File: src/rtl/muu_request_join.sv
`default_nettype none
// ============================================================================
//  Module   : muu_request_join
//  Purpose  : Joins a request metadata word with its single key word into one
//             command. The command is registered, and the request's value
//             beats are then forwarded with length checking. If a value
//             stream is too long, it is cut short and the remaining beats are
//             drained.
//  Options  : MUU_REQJOIN_NOPFILTER_EN -- when defined, drop NOP requests
//             (opcode 8'hFF with vallen 0) without producing a command.
//  Revision : 1.0  initial release
// ============================================================================
module muu_request_join #(
   parameter int NET_META_WIDTH = 64,
   parameter int OPS_META_WIDTH = 96,
   parameter int USER_BITS      = 3,
   parameter int VALUE_WIDTH    = 512
) (
   input  logic                                                   clk,
   input  logic                                                   rst,
   input  logic [NET_META_WIDTH+OPS_META_WIDTH+USER_BITS-1:0]     meta_data,
   input  logic                                                   meta_valid,
   output logic                                                   meta_ready,
   input  logic [63:0]                                            key_data,
   input  logic                                                   key_last,
   input  logic                                                   key_valid,
   output logic                                                   key_ready,
   input  logic [VALUE_WIDTH-1:0]                                 val_in_data,
   input  logic                                                   val_in_last,
   input  logic                                                   val_in_valid,
   output logic                                                   val_in_ready,
   output logic [64+NET_META_WIDTH+OPS_META_WIDTH+USER_BITS-1:0]  cmd_data,
   output logic                                                   cmd_valid,
   input  logic                                                   cmd_ready,
   output logic [VALUE_WIDTH-1:0]                                 val_out_data,
   output logic                                                   val_out_last,
   output logic                                                   val_out_valid,
   input  logic                                                   val_out_ready,
   output logic [15:0]                                            err_count,
   output logic [31:0]                                            req_count
);

   localparam int META_W         = NET_META_WIDTH + OPS_META_WIDTH + USER_BITS;
   localparam int CMD_W          = 64 + META_W;
   localparam int WORDS_PER_BEAT = VALUE_WIDTH / 64;

   localparam logic [1:0] ST_IDLE  = 2'd0;
   localparam logic [1:0] ST_CMD   = 2'd1;
   localparam logic [1:0] ST_VALUE = 2'd2;
   localparam logic [1:0] ST_DRAIN = 2'd3;

   logic [1:0]       r_state;
   logic [1:0]       w_state_nxt;
   logic [CMD_W-1:0] r_cmd_data;
   logic [16:0]      r_beats_left;
   logic [15:0]      r_err_count;
   logic [31:0]      r_req_count;

   logic [15:0]      w_vallen;
   logic [16:0]      w_beats_calc;
   logic             w_drop;
   logic             w_pop;
   logic             w_cmd_xfer;
   logic             w_val_xfer;
   logic             w_drain_end;
   logic             w_last_beat;
   logic             w_early_last;
   logic             w_overrun;
   logic             w_err_inc;

   // Value length is counted in 64-bit words; round up to whole beats.
   assign w_vallen     = meta_data[79:64];
   assign w_beats_calc = ({1'b0, w_vallen} + 17'(WORDS_PER_BEAT - 1)) / 17'(WORDS_PER_BEAT);

`ifdef MUU_REQJOIN_NOPFILTER_EN
   logic [7:0] w_opcode;
   assign w_opcode = meta_data[151:144];
   assign w_drop   = (w_opcode == 8'hFF) && (w_vallen == 16'd0);
`else
   assign w_drop   = 1'b0;
`endif

   assign w_pop        = (r_state == ST_IDLE) && meta_valid && key_valid;
   assign w_cmd_xfer   = (r_state == ST_CMD) && cmd_ready;
   assign w_val_xfer   = (r_state == ST_VALUE) && val_in_valid && val_out_ready;
   assign w_drain_end  = (r_state == ST_DRAIN) && val_in_valid && val_in_last;
   assign w_last_beat  = (r_beats_left == 17'd1);
   assign w_early_last = w_val_xfer && val_in_last && (r_beats_left > 17'd1);
   assign w_overrun    = w_val_xfer && !val_in_last && w_last_beat;
   assign w_err_inc    = (w_pop && !key_last) || w_early_last || w_overrun;

   assign cmd_data     = r_cmd_data;
   assign cmd_valid    = !rst && (r_state == ST_CMD);
   assign val_out_data = val_in_data;
   assign err_count    = r_err_count;
   assign req_count    = r_req_count;

   // Handshake outputs; both input streams are offered ready together so they pop as a pair.
   always_comb begin
      meta_ready    = 1'b0;
      key_ready     = 1'b0;
      val_in_ready  = 1'b0;
      val_out_valid = 1'b0;
      val_out_last  = 1'b0;
      if (!rst) begin
         case (r_state)
            ST_IDLE: begin
               meta_ready = meta_valid && key_valid;
               key_ready  = meta_valid && key_valid;
            end
            ST_VALUE: begin
               val_out_valid = val_in_valid;
               val_in_ready  = val_out_ready;
               val_out_last  = val_in_last || w_last_beat;
            end
            ST_DRAIN: begin
               val_in_ready = 1'b1;
            end
            default: begin
            end
         endcase
      end
   end

   // Next-state selection.
   always_comb begin
      w_state_nxt = r_state;
      case (r_state)
         ST_IDLE: begin
            if (w_pop && !w_drop) begin
               w_state_nxt = ST_CMD;
            end
         end
         ST_CMD: begin
            if (w_cmd_xfer) begin
               w_state_nxt = (r_beats_left != 17'd0) ? ST_VALUE : ST_IDLE;
            end
         end
         ST_VALUE: begin
            if (w_val_xfer) begin
               if (w_last_beat) begin
                  w_state_nxt = val_in_last ? ST_IDLE : ST_DRAIN;
               end else if (val_in_last) begin
                  w_state_nxt = ST_IDLE;
               end
            end
         end
         ST_DRAIN: begin
            if (w_drain_end) begin
               w_state_nxt = ST_IDLE;
            end
         end
         default: w_state_nxt = ST_IDLE;
      endcase
   end

   // State register.
   always_ff @(posedge clk) begin
      if (rst) begin
         r_state <= ST_IDLE;
      end else begin
         r_state <= w_state_nxt;
      end
   end

   // Command capture and remaining-beat tracking.
   always_ff @(posedge clk) begin
      if (rst) begin
         r_cmd_data   <= '0;
         r_beats_left <= '0;
      end else if (w_pop && !w_drop) begin
         r_cmd_data   <= {key_data, meta_data};
         r_beats_left <= w_beats_calc;
      end else if (w_val_xfer) begin
         r_beats_left <= r_beats_left - 17'd1;
      end
   end

   // Statistics: errors saturate, accepted commands wrap.
   always_ff @(posedge clk) begin
      if (rst) begin
         r_err_count <= '0;
         r_req_count <= '0;
      end else begin
         if (w_err_inc && (r_err_count != 16'hFFFF)) begin
            r_err_count <= r_err_count + 16'd1;
         end
         if (w_cmd_xfer) begin
            r_req_count <= r_req_count + 32'd1;
         end
      end
   end

endmodule
`default_nettype wire

File: config.mk
export PLATFORM = sky130hd
export DESIGN_NAME = muu_request_join
export DESIGN_NICKNAME = d
export VERILOG_FILES = /design/src/rtl/muu_request_join.sv
export SDC_FILE = /design/constraint.sdc
export NUM_CORES = 1
export LEC_CHECK = 0
export BUFFER_PORTS_ARGS = -buffer_cell sky130_fd_sc_hd__buf_4
export CAP_MARGIN = 30
export CORE_AREA = 4 4 598 600
export CTS_CLUSTER_SIZE = 28
export DETAILED_ROUTE_END_ITERATION = 16
export DIE_AREA = 0 0 602 604
export PLACE_DENSITY = 0.3
export SLEW_MARGIN = 20
export SYNTH_ARGS = -nofsm -noshare
export SYNTH_HDL_FRONTEND = slang
export SYNTH_SLANG_ARGS = --single-unit
export TNS_END_PERCENT = 30
File: constraint.sdc
create_clock -name clk -period 2.3 [get_ports clk]
set_input_delay 0.115 -clock clk [delete_from_list [all_inputs] [get_ports clk]]
set_output_delay 0.115 -clock clk [all_outputs]
set_load 0.01 [all_outputs]
==> results.sh, run 1 <==
export IMPL_status="complete, but fails checks"
export IMPL_violations="setup timing"
export IMPL_syn_inst=1917
export IMPL_portBuffers=516
export IMPL_fin_tns_setup_ps=-882
export IMPL_rrSetupSlack_ps=-110
export IMPL_drv_slew=0
export IMPL_use_met2=0.143
export IMPL_vias_per_cell=1.99
export IMPL_cts_root_buf="clkbuf_16"
export IMPL_peakVddDrop_mv=0.554
export IMPL_grt_max_degree=121
export IMPL_clkSinkCount=294
export IMPL_grtUsageTotal=0.0872
export IMPL_pwr_share_comb=0.142
export IMPL_routabilityCongestion=0.731
export IMPL_dp_slack_ps=-14.1
export IMPL_power_density_nw_per_um2=608
export IMPL_boundaryPins=1541
export IMPL_clock_latency_ps=730
export IMPL_max_slew_worst_pin_slew_ps=832
export IMPL_p_clk_frac=0.505
export IMPL_initial_core_util=0.0427
export IMPL_postRouteAntennaNets=0
export IMPL_antenna_found_initial=14
export IMPL_yosysTopAreaCellShare=0.392
export IMPL_synth_largest_area_cell="dfxtp_1"
export IMPL_avgRoutedWirePerCell_um=24.0
export IMPL_crit_type="register to output port"
export IMPL_nets=2943
export IMPL_grt_pass1_wl_mm=197
export IMPL_totalWireLength_mm=167
export IMPL_cp_end_kind="output port"
export IMPL_grt_use_met3=0.118
export IMPL_grt_pass1_vias=14041
export IMPL_syn_to_final_growth_pct=69.5
export IMPL_drive_above_1_share=0.314
export IMPL_start_kind="register"
export IMPL_maxCapViolCount=0
export IMPL_swShare=0.293
export IMPL_hold_violations=0
export IMPL_utilization=0.0723
export IMPL_power_switching_mw=4.54
export IMPL_ys_seq_elements=294
export IMPL_drt_pass1_iterations=5
export IMPL_synth_area_leaders="dfxtp_1 (39%), buf_4 (26%), nand2_1 (12%)"
export IMPL_globalRoute_busiestLayer="met2"
export IMPL_cts_htree_levels=2
export IMPL_synthArstFlopShare=0
export IMPL_seq_area_frac_synth=0.392
export IMPL_avgSynthCellArea_um2=7.84
export IMPL_dp_hpwl_mm=146
export IMPL_grt_overflow=0
export IMPL_grtUsageMet1=0.0461
export IMPL_relSlewSlack=0.445
export IMPL_cts_buffers=47
export IMPL_path_clk_slew_ps=80
export IMPL_synth_ff_type="dfxtp_1"
export IMPL_max_freq_mhz=411
export IMPL_yosysWarningCount=0
export IMPL_cp_data_arrival_time_ps=2320
export IMPL_setup_ws_ps=-132
export IMPL_cts_tree="built"
export IMPL_route_detailed_drc=0
export IMPL_fin_skew_ps=65.1
export IMPL_die_height_um=604
export IMPL_synth_edff_count=0
export IMPL_rows=218
export IMPL_synth_cell_types=54
export IMPL_mostFrequentLayoutCell="buf_4"
export IMPL_die_x_um=602
export IMPL_pwr_share_seq=0.353
export IMPL_die_area_um2=364000
export IMPL_setup_viol=12
export IMPL_critical_path_required_ps=2180
export IMPL_rsz0062_at_grt="true"
export IMPL_vias=13867
export IMPL_period_share=1.06
export IMPL_nFillCells=41417
export IMPL_path_max_fanout=4
export IMPL_synthesis_area_um2=15000
export IMPL_drt_iter0_drc=668
export IMPL_syn_nets=2670
export IMPL_period_needed_ps=2430
export IMPL_core_um2=352000
export IMPL_leakage_nw=8.62
export IMPL_hold_class="input port to register"
export IMPL_clock_path_buffers=3
export IMPL_p_int_mw=11.0
export IMPL_layout_common_cells="buf_4 (571), nand2_1 (485), dfxtp_1 (292)"
==> worst max-delay path, stage by stage (launching register included) <==
cell	delay (ps)
dfxtp_2	340
nor4_4	310
and4_4	340
buf_6	130
a21oi_2	50
nor4b_2	210
buf_4	220
==> stage by stage <==
step           cells  area (µm²)  hold WS, ps  power, mW
6_report        6963       25500         93.6       15.5
5_1_grt         6960       25500         73.7       16.4
4_1_cts         6956       25400         3.43       16.2
3_5_place_dp    6626       21300          230       7.44
3_3_place_gp    6626       21300          230       7.43
2_1_floorplan   1917       15000          217       7.16
==> final timing paths <==
kind,from,endpoint,cells after the start
min,rst,cmd_data[165]$_SDFFE_PP0P_,3
min reg2reg,cmd_data[90]$_SDFFE_PP0P_,cmd_data[90]$_SDFFE_PP0P_,2
max reg2reg,r_beats_left[14]$_SDFFE_PP0P_,err_count[7]$_SDFFE_PP0P_,10
max,r_beats_left[14]$_SDFFE_PP0P_,val_out_last,6
==> repair_timing <==
item | CTS | global route
buffers inserted | 3 | 2
pin swaps | 6 | 11
hold buffers | 240 | 0
endpoints found under the hold margin | 246 | 0
gates cloned | 0 | 0
setup endpoints to repair | 15 | 19
resized for setup | 11 | 19
==> layer usage <==
layer	share of wire	wire length [µm]
met1	0.19	31300
met2	0.47	78000
met3	0.28	47600
met4	0.059	9820
met5	0.0023	386
==> synth_stat cells, types with 7 or more instances <==
master,number
nor2_1,60
or3_1,13
o21ai_0,19
clkbuf_1,84
xnor2_1,19
a21oi_1,253
nand2_1,485
buf_4,513
a211oi_1,7
and3_1,13
xor2_1,36
nand4_1,14
dfxtp_1,294
inv_1,9
nand3_1,24
nor3_1,7
==> power groups by stage <==
stage / clock [mW] / combinational, mW / sequential [mW]
2_1_floorplan: 0 / 1.51 / 5.65
3_3_place_gp: 0 / 1.87 / 5.57
3_5_place_dp: 0 / 1.87 / 5.57
4_1_cts: 8.42 / 2.28 / 5.46
5_1_grt: 8.49 / 2.41 / 5.49
6_report: 7.82 / 2.20 / 5.46
==> final cells by class <==
type | count | area [µm²] | area share
timing repair buffer | 828 | 6990 | 0.274
tap | 4730 | 5920 | 0.232
sequential | 294 | 5890 | 0.231
multi-input combinational | 1010 | 5020 | 0.197
clock buffer | 69 | 1380 | 0.0542
clock inverter | 18 | 230 | 0.00904
inverter | 9 | 36.3 | 0.00142
antenna | 5 | 12.5 | 0.000491
==> sequential cells by signal, indices dropped and copies added (netlist names) <==
signal and flops:
r_beats_left 17, r_state 2, err_count 16, req_count 32
cmd_data 227
==> logic make-up after synthesis <==
logic type / share of synthesized area
AND/OR/NAND/NOR: 0.183
AO/OA/AOI/OAI: 0.105
multiplexers: 0.00142
buffers and inverters: 0.282
flip-flops: 0.392
adder cells (fa/ha/maj): 0.00416
XOR/XNOR: 0.0321
Power figures use the tool's default switching activity.
==> run 2, diff against run 1 <==
--- a/config.mk
+++ b/config.mk
@@ -12,6 +12,7 @@
 export DETAILED_ROUTE_END_ITERATION = 16
 export DIE_AREA = 0 0 602 604
 export PLACE_DENSITY = 0.3
+export RECOVER_POWER = 100
 export SLEW_MARGIN = 20
 export SYNTH_ARGS = -nofsm -noshare
 export SYNTH_HDL_FRONTEND = slang
==> run 2 against run 1 <==
  * The flow still finishes with violations (setup timing)
  * Via count hardly changed
  * Total power is 1.2% lower
  * Routed wire length hardly changed
  * Core utilization is 0.32 points lower
  * Clock skew is 0.50 ps lower
  * Global-route usage stayed put
  * Worst hold slack better by 3.5 ps
  * Clock power hardly changed
  * Non-clock buffer count stayed put
  * Worst setup slack worse by 22 ps
  * Flip-flop and latch count stayed put
  * Critical endpoint is now cmd_data[223]$_SDFFE_PP0P_
  * Largest power group unchanged
==> results.sh, run 2 (same netlist as run 1, synthesis figures left out) <==
export IMPL_nFillCells=41628
export IMPL_initial_core_util=0.0427
export IMPL_rows=218
export IMPL_routabilityCongestion=0.731
export IMPL_period_share=1.07
export IMPL_dp_hpwl_mm=146
export IMPL_clock_latency_ps=730
export IMPL_largest_reg_flops=227
export IMPL_cp_end_kind="register"
export IMPL_drv_slew=0
export IMPL_hold_violations=0
export IMPL_maxCapViolCount=0
export IMPL_path_max_fanout=72
export IMPL_leakage_nw=7.40
export IMPL_drive_above_1_share=0.187
export IMPL_antenna_found_initial=14
export IMPL_grtUsageTotal=0.0872
export IMPL_cts_root_buf="clkbuf_16"
export IMPL_core_um2=352000
export IMPL_die_height_um=604
export IMPL_status="complete, but fails checks"
export IMPL_crit_type="register to register"
export IMPL_fin_tns_setup_ps=-1430
export IMPL_path_clk_slew_ps=80
export IMPL_power_density_nw_per_um2=628
export IMPL_cts_htree_levels=2
export IMPL_grt_max_degree=121
export IMPL_setup_ws_ps=-154
export IMPL_start_kind="register"
export IMPL_period_needed_ps=2450
export IMPL_max_freq_mhz=408
export IMPL_violations="setup timing"
export IMPL_r2r_cells=6
export IMPL_fin_skew_ps=64.6
export IMPL_utilization=0.0691
export IMPL_postRouteAntennaNets=0
export IMPL_grt_overflow=0
export IMPL_vias=13863
export IMPL_cts_tree="built"
export IMPL_drt_pass1_iterations=5
export IMPL_rsz0062_at_grt="true"
export IMPL_hold_depth=3
export IMPL_cp_data_arrival_time_ps=3080
export IMPL_peakVddDrop_mv=0.554
export IMPL_syn_to_final_growth_pct=62.0
export IMPL_nets=2943
export IMPL_relSlewSlack=0.297
export IMPL_ff_latch_area_um2=5890
export IMPL_grt_pass1_vias=14041
export IMPL_multi_input_area_um2=5010
export IMPL_portBuffers=516
export IMPL_boundaryPins=1541
export IMPL_totalWireLength_mm=167
export IMPL_hold_class="input port to register"
export IMPL_clock_path_buffers=3
export IMPL_die_area_um2=364000
export IMPL_die_x_um=602
export IMPL_mostFrequentLayoutCell="nand2_1"
export IMPL_clkSinkCount=294
export IMPL_max_slew_worst_pin_slew_ps=1050
export IMPL_setup_viol=18
export IMPL_grt_pass1_wl_mm=197
export IMPL_route_detailed_drc=0
export IMPL_layout_common_cells="nand2_1 (485), clkbuf_1 (294), dfxtp_1 (292)"
export IMPL_vias_per_cell=1.99
export IMPL_critical_path_required_ps=2920
export IMPL_avgRoutedWirePerCell_um=24.0
export IMPL_cts_buffers=47
export IMPL_drt_iter0_drc=623
[run 2: worst paths after layout]
path              slack, ps                          to                      start
setup / recovery       -150  cmd_data[223]$_SDFFE_PP0P_    r_state[0]$_SDFFE_PP0P_
hold / removal          100  cmd_data[165]$_SDFFE_PP0P_                        rst
setup reg to reg       -150  cmd_data[223]$_SDFFE_PP0P_    r_state[0]$_SDFFE_PP0P_
hold reg to reg         450   cmd_data[90]$_SDFFE_PP0P_  cmd_data[90]$_SDFFE_PP0P_
[run 2: power by group]
| part | switching (mW) | total (mW) | internal, mW |
|---|---|---|---|
| sequential | 0.132 | 5.46 | 5.33 |
| clock | 3.30 | 7.82 | 4.52 |
| combinational | 1.10 | 2.02 | 0.928 |
[run 2: final cells by class]
cell class,count,area share
clock buffer,69,0.0567
sequential,294,0.242
antenna,4,0.000411
inverter,9,0.00139
clock inverter,18,0.00946
tap,4730,0.243
timing repair buffer,828,0.241
multi-input combinational,1010,0.206
[run 2: critical path, stage by stage, from the launching register on]
cell and delay (ps):
dfxtp_1 360, nand4bb_4 170, buf_6 210, buf_4 780
nand2_1 120, a21oi_1 160, dlygate4sd3_1 550
[run 2: routing by layer]
| metal | up-vias | global-route usage | routed length, µm |
|---|---|---|---|
| met2 | 1187 | 0.143 | 77300 |
| met3 | 286 | 0.118 | 47600 |
| met4 | 6 | 0.0455 | 10400 |
| met1 | 6154 | 0.0461 | 31400 |
| met5 | - | 0.00806 | 345 |
| li1 | 6230 | - | - |
[run 2: timing repair]
item / in CTS / in global routing
endpoints found under the hold margin: 246 / 0
endpoints found under the setup margin: 15 / 19
gates cloned: 0 / 0
pin swaps: 6 / 11
setup buffers: 3 / 2
hold buffers: 240 / 0
gates resized for setup: 11 / 19
[run 2: per-stage QoR]
step | power [mW] | hold WS (ps) | cells | area (µm²) | setup WS [ps]
floorplan | 7.16 | 217 | 1917 | 15000 | 284
global placement | 7.43 | 230 | 6626 | 21300 | -70.0
detailed placement | 7.44 | 230 | 6626 | 21300 | -14.1
CTS | 16.2 | 3.43 | 6956 | 25400 | -363
global route | 16.2 | 73.9 | 6960 | 24300 | -364
finish | 15.3 | 97.1 | 6962 | 24300 | -154
